--- src/rtl/conj_mult_sched.sv ---
// rtl/conj_mult_sched.sv - conjugate complex multiply y = x[n]*conj(x[n-1]) on one shared multiplier
module conj_mult_sched #(
  parameter int WIDTH     = 16,
  parameter int OUT_SHIFT = WIDTH - 1
) (
  input  logic                    clk,
  input  logic                    rst,
  input  logic                    start_i,
  input  logic                    valid_i,
  output logic                    ready_o,
  input  logic signed [WIDTH-1:0] real_i,
  input  logic signed [WIDTH-1:0] imag_i,
  output logic signed [WIDTH-1:0] real_o,
  output logic signed [WIDTH-1:0] imag_o,
  output logic                    valid_o,
  output logic                    busy_o
);

  localparam int PW = 2 * WIDTH;
  localparam int AW = 2 * WIDTH + 1;
  localparam logic signed [AW-1:0] MAX_V = {{(AW-WIDTH+1){1'b0}}, {(WIDTH-1){1'b1}}};
  localparam logic signed [AW-1:0] MIN_V = {{(AW-WIDTH+1){1'b1}}, {(WIDTH-1){1'b0}}};

  typedef enum logic [2:0] {S_IDLE, S_WAIT, S_MUL0, S_MUL1, S_MUL2, S_MUL3, S_OUT} state_t;

  state_t                  state_q, state_d;
  logic                    primed_q, primed_d;
  logic signed [WIDTH-1:0] a_q, a_d, b_q, b_d, c_q, c_d, d_q, d_d;
  logic signed [AW-1:0]    acc_q, acc_d, re_acc_q, re_acc_d;
  logic signed [WIDTH-1:0] real_q, real_d, imag_q, imag_d;
  logic                    valid_q, valid_d;
  logic signed [WIDTH-1:0] mul_x, mul_y;
  logic signed [PW-1:0]    prod;
  logic signed [AW-1:0]    prod_ext;
  logic                    xfer;

  function automatic logic signed [WIDTH-1:0] sat(input logic signed [AW-1:0] v);
    logic signed [AW-1:0] s;
    s = v >>> OUT_SHIFT;
    if (s > MAX_V)      s = MAX_V;
    else if (s < MIN_V) s = MIN_V;
    return s[WIDTH-1:0];
  endfunction

  always_ff @(posedge clk or negedge rst) begin
    if (!rst) begin
      state_q  <= S_IDLE;
      primed_q <= 1'b0;
      a_q      <= '0;
      b_q      <= '0;
      c_q      <= '0;
      d_q      <= '0;
      acc_q    <= '0;
      re_acc_q <= '0;
      real_q   <= '0;
      imag_q   <= '0;
      valid_q  <= 1'b0;
    end else begin
      state_q  <= state_d;
      primed_q <= primed_d;
      a_q      <= a_d;
      b_q      <= b_d;
      c_q      <= c_d;
      d_q      <= d_d;
      acc_q    <= acc_d;
      re_acc_q <= re_acc_d;
      real_q   <= real_d;
      imag_q   <= imag_d;
      valid_q  <= valid_d;
    end
  end

  assign xfer = valid_i && ready_o;

  always_comb begin
    state_d = state_q;
    case (state_q)
      S_IDLE: if (start_i) state_d = S_WAIT;
      S_WAIT: begin
        if (!start_i)            state_d = S_IDLE;
        else if (xfer && primed_q) state_d = S_MUL0;
      end
      S_MUL0: state_d = S_MUL1;
      S_MUL1: state_d = S_MUL2;
      S_MUL2: state_d = S_MUL3;
      S_MUL3: state_d = S_OUT;
      S_OUT: begin
        if (xfer)         state_d = S_MUL0;
        else if (start_i) state_d = S_WAIT;
        else              state_d = S_IDLE;
      end
      default: state_d = S_IDLE;
    endcase
  end

  always_comb begin
    ready_o = ((state_q == S_WAIT) || (state_q == S_OUT)) && start_i;
    busy_o  = (state_q == S_MUL0) || (state_q == S_MUL1) || (state_q == S_MUL2) ||
              (state_q == S_MUL3) || (state_q == S_OUT);
    real_o  = real_q;
    imag_o  = imag_q;
    valid_o = valid_q;
  end

  // Operand select for the shared multiplier: a*c, b*d, b*c, a*d in MUL0..MUL3.
  always_comb begin
    mul_x = a_q;
    mul_y = c_q;
    case (state_q)
      S_MUL1:  begin mul_x = b_q; mul_y = d_q; end
      S_MUL2:  begin mul_x = b_q; mul_y = c_q; end
      S_MUL3:  begin mul_x = a_q; mul_y = d_q; end
      default: begin mul_x = a_q; mul_y = c_q; end
    endcase
    prod     = mul_x * mul_y;
    prod_ext = {prod[PW-1], prod};
  end

  always_comb begin
    primed_d = primed_q;
    a_d      = a_q;
    b_d      = b_q;
    c_d      = c_q;
    d_d      = d_q;
    acc_d    = acc_q;
    re_acc_d = re_acc_q;
    real_d   = real_q;
    imag_d   = imag_q;
    valid_d  = 1'b0;
    if (xfer) begin
      if (primed_q) begin
        a_d = real_i;
        b_d = imag_i;
      end else begin
        c_d      = real_i;
        d_d      = imag_i;
        primed_d = 1'b1;
      end
    end
    case (state_q)
      S_WAIT: if (!start_i) primed_d = 1'b0;
      S_MUL0: acc_d = prod_ext;
      S_MUL1: acc_d = acc_q + prod_ext;
      S_MUL2: begin
        acc_d    = prod_ext;
        re_acc_d = acc_q;
      end
      S_MUL3: begin
        acc_d = acc_q - prod_ext;
        c_d   = a_q;
        d_d   = b_q;
      end
      S_OUT: begin
        real_d  = sat(re_acc_q);
        imag_d  = sat(acc_q);
        valid_d = 1'b1;
        if (!xfer && !start_i) primed_d = 1'b0;
      end
      default: ;
    endcase
  end

endmodule

--- config.mk ---
export PLATFORM = sky130hd
export DESIGN_NAME = conj_mult_sched
export DESIGN_NICKNAME = d
export VERILOG_FILES = /design/src/rtl/conj_mult_sched.sv
export SDC_FILE = /design/constraint.sdc
export NUM_CORES = 1
export LEC_CHECK = 0
export ABC_AREA = 0
export BUFFER_PORTS_ARGS = -buffer_cell sky130_fd_sc_hd__buf_2
export CAP_MARGIN = 40
export CORE_MARGIN = 2
export CORE_UTILIZATION = 25
export DETAILED_ROUTE_END_ITERATION = 16
export GPL_ROUTABILITY_DRIVEN = 1
export PLACE_DENSITY_LB_ADDON = 0.1
export SLEW_MARGIN = 20
export SYNTH_ARGS = -nofsm -noshare
export SYNTH_HDL_FRONTEND = slang
export SYNTH_SLANG_ARGS = --single-unit
--- constraint.sdc ---
create_clock -name clk -period 13.4 [get_ports clk]
set_clock_uncertainty 0.05 [all_clocks]
set_input_delay 2.68 -clock clk [delete_from_list [all_inputs] [get_ports clk]]
set_output_delay 2.68 -clock clk [all_outputs]
set_load 0.03 [all_outputs]
==> results.txt <==
area of the die: 81620 um^2
Area growth, synth to finish: 12.09%
cell with the biggest individual delay on the critical path: o21ai_4
initial detailed-routing violation count: 668
startpoint kind of the worst setup timing path: flop
floorplan row count: 103
drt first pass iters: 6
worst hold margin: 0.4295 ns
arrival time at the worst endpoint: 12.38 ns
cell seen most often among critical-path stages: fa_1
wire length on met2: 30470 um
run status: complete, no violations
number of global-route vias before repair: 16660
Synth Net Count: 2745
routed wirelength normalized by instance count: 18.43 um
f_max: 0.08296 GHz
Yosys warning total: 0
CTS tree: built
Final HPWL DP: 51870 um
worst slew margin relative to its limit: 43.55%
Clock Tree Buf Depth: 2
Clk pin slew, worst setup/hold paths: 0.08 ns
number of failing hold endpoints at the final stage: 0
initial standard-cell utilization of the core: 25.19%
R2R cell count: 38
Final Non-Filler Cells: 3443
global router's overall resource usage: 16.15%
number of CTS-inserted buffers: 17
vertical die dimension: 285.7 um
mean post-synth cell area: 8.510 um^2
pin count of the biggest net entering global routing: 65
Total Neg Setup Slack: 0 ns
Remaining Overflow, GRT: 0
clock sink count: 152
sequential area share after synthesis: 19.17%
Post-synth EDFFs: 0
area of the mapped netlist: 19840 um^2
pin slew with the least headroom to its limit: 0.8232 ns
number of placed instances, taps included: 3406
number of antenna repair diodes: 0
Floorplan Core Area: 78740 um^2
routed vias: 15630
FF+latch count, synth: 152
Gate Count Post-Synth: 2331
level count of the clock H-tree: 4
share of post-route cells with drive strength above 1: 10.95%
Die X: 285.7 um
part of the cycle the worst path needs: 89.96%
Remaining DRCs: 0
top sig layer: met4
initial antenna violation count: 1
Hold Buf Count CTS: 0
most used flip-flop cell after synthesis: dfrtp_1
buffer cell driving the clock tree root: clkbuf_16
number of endpoints failing setup at the final stage: 0
met1 layer wirelength in the final routing: 30610 um
setup repair bufs after CTS: 0
category of the most critical setup path: flop to flop
ports placed on the boundary: 71
count of different cell masters after synthesis: 81
Min Clock Period, post-route: 12.05 ns
Setup crit end kind: flop
worst min path class: flop to flop
worst skew pair latency: 0.51 ns
max-capacitance violation count: 0
Slew Limit Fails: 0
number of buffer cells added on primary ports: 70
met3 routed wirelength: 1536 um
CP max FO: 16
routability-driven placement congestion ratio: 0.8851
Total Routed Length: 63450 um
number of instances on the worst hold path: 2
total of cells resized after clock tree synthesis: 0
antenna-violating nets left: 0
wire length of the first global-routing pass: 101200 um
post-route cell area: 22230 um^2
Placed Instance Area: 21570 um^2
Worst Path Required: 13.72 ns
slowest cell delay on critical path: 0.73 ns
vias per std cell: 4.540
unrepaired setup endpoints after global routing: false
NumNets Final: 2794
Synth async-reset ratio: 100.0%
[layer usage]
| layer | track usage [%] | up-vias |
|---|---|---|
| li1 | - | 7624 |
| met1 | 21.87 | 7767 |
| met2 | 27.45 | 201 |
| met3 | 2.097 | 40 |
| met4 | 3.534 | 0 |
| met5 | 0 | - |
[layout by cell type (no fill, tap or decap), types with 4 or more instances in the layout]
cell type	n
a211oi_1	9
a211oi_2	4
a21o_1	29
a21oi_1	90
a31oi_1	47
a41oi_1	4
and2_1	6
and3_1	11
buf_2	73
buf_4	35
buf_8	4
clkbuf_16	17
clkinv_8	7
dfrtp_1	151
fa_1	263
ha_1	115
inv_1	338
inv_8	5
mux2_2	76
mux2i_1	35
nand2_1	337
nand2b_1	12
nand3_1	15
nand4_1	11
nor2_1	310
nor2b_1	6
nor3_1	25
nor4_1	5
o211ai_1	6
o21a_1	12
o21ai_0	121
o21ai_1	5
o21bai_1	12
o31a_1	4
o31ai_1	7
or2_2	13
or3_1	5
xnor2_1	59
xor2_1	24
[worst max-delay path: cells and delay by family, from the launching register on]
kind	cells	cell delay (ns)
and+or+nand+nor	7	1.86
DFF	1	0.48
xor gates and xnor gates	1	0.10
muxes	1	0.69
AOI/OAI and AO/OA	16	4.21
adders and majority gates	8	3.96
buffers and inverters	5	0.54
[worst paths after layout]
| kind | endpoint | slack [ns] | from |
|---|---|---|---|
| worst max-delay path | acc_q[32] | 1.35 | state_q[1] |
| max in group asynchronous | state_q[0] | 10.28 | rst |
| worst max register to register | acc_q[32] | 1.35 | state_q[1] |
| worst min register to register | real_o[14] | 0.43 | real_o[14] |
| worst min-delay path | real_o[14] | 0.43 | real_o[14] |
| min in group asynchronous | acc_q[15] | 2.01 | rst |
[Yosys cell counts, types with 5 or more instances]
library cell  count  area, um^2
a211oi_1          9       67.56
a21o_1           29       217.7
a21oi_1          90       450.4
a31oi_1          47       294.0
and2_1            6       37.54
and3_1           11       68.82
buf_1             9       33.78
buf_2            10       50.05
clkbuf_1         67       251.5
dfrtp_1         152        3804
fa_1            263        5265
ha_1            115        1439
inv_1           338        1269
mux2_2           76       855.8
mux2i_1          36       360.4
nand2_1         339        1272
nand2b_1         12       75.07
nand3_1          17       85.08
nand4_1          11       68.82
nor2_1          312        1171
nor2b_1           6       37.54
nor3_1           25       125.1
nor4_1            5       31.28
o211ai_1          6       45.04
o21a_1           12       90.09
o21ai_0         121       605.6
o21ai_1           6       30.03
o21bai_1         12       90.09
o31ai_1           7       52.55
or2_2            13       81.33
or3_1             5       31.28
xnor2_1          59       516.8
xor2_1           24       210.2
[kinds of logic after synthesis]
group           after synthesis  synth area share, %
simple gates                789                16.69
buf+inv                     427                8.181
compound gates              389                12.25
fa+ha+maj                   378                33.80
flops                       152                19.17
mux                         113                6.244
xor+xnor                     83                3.665
[stage by stage]
stage	setup WS (ns)	util (%)
3_3_place_gp	1.569	27.22
2_1_floorplan	2.397	-
5_1_grt	0.5864	28.24
6_report	1.346	28.24
3_5_place_dp	1.354	27.40
4_1_cts	1.316	28.19
[state kept, by name, summed over array words and instances (netlist names), 3 cells and up]
| register | flops |
|---|---|
| a_q | 16 |
| acc_q | 33 |
| b_q | 16 |
| c_q | 16 |
| d_q | 16 |
| imag_o | 16 |
| re_acc_q | 18 |
| real_o | 16 |
| state_q | 3 |
[area by class of cell]
class | count | area (um^2)
multi-input cells | 1752 | 14450
inverters | 340 | 1276
repair buffers | 117 | 767.0
flip-flops and latches | 152 | 3805
well taps | 1050 | 1314
clock buffers | 17 | 425.4
clock inverters | 15 | 196.4
fillers | 8506 | 56510
Power is not shown: default switching activity piles up to over one toggle a cycle in this logic, so the estimate is an artifact.
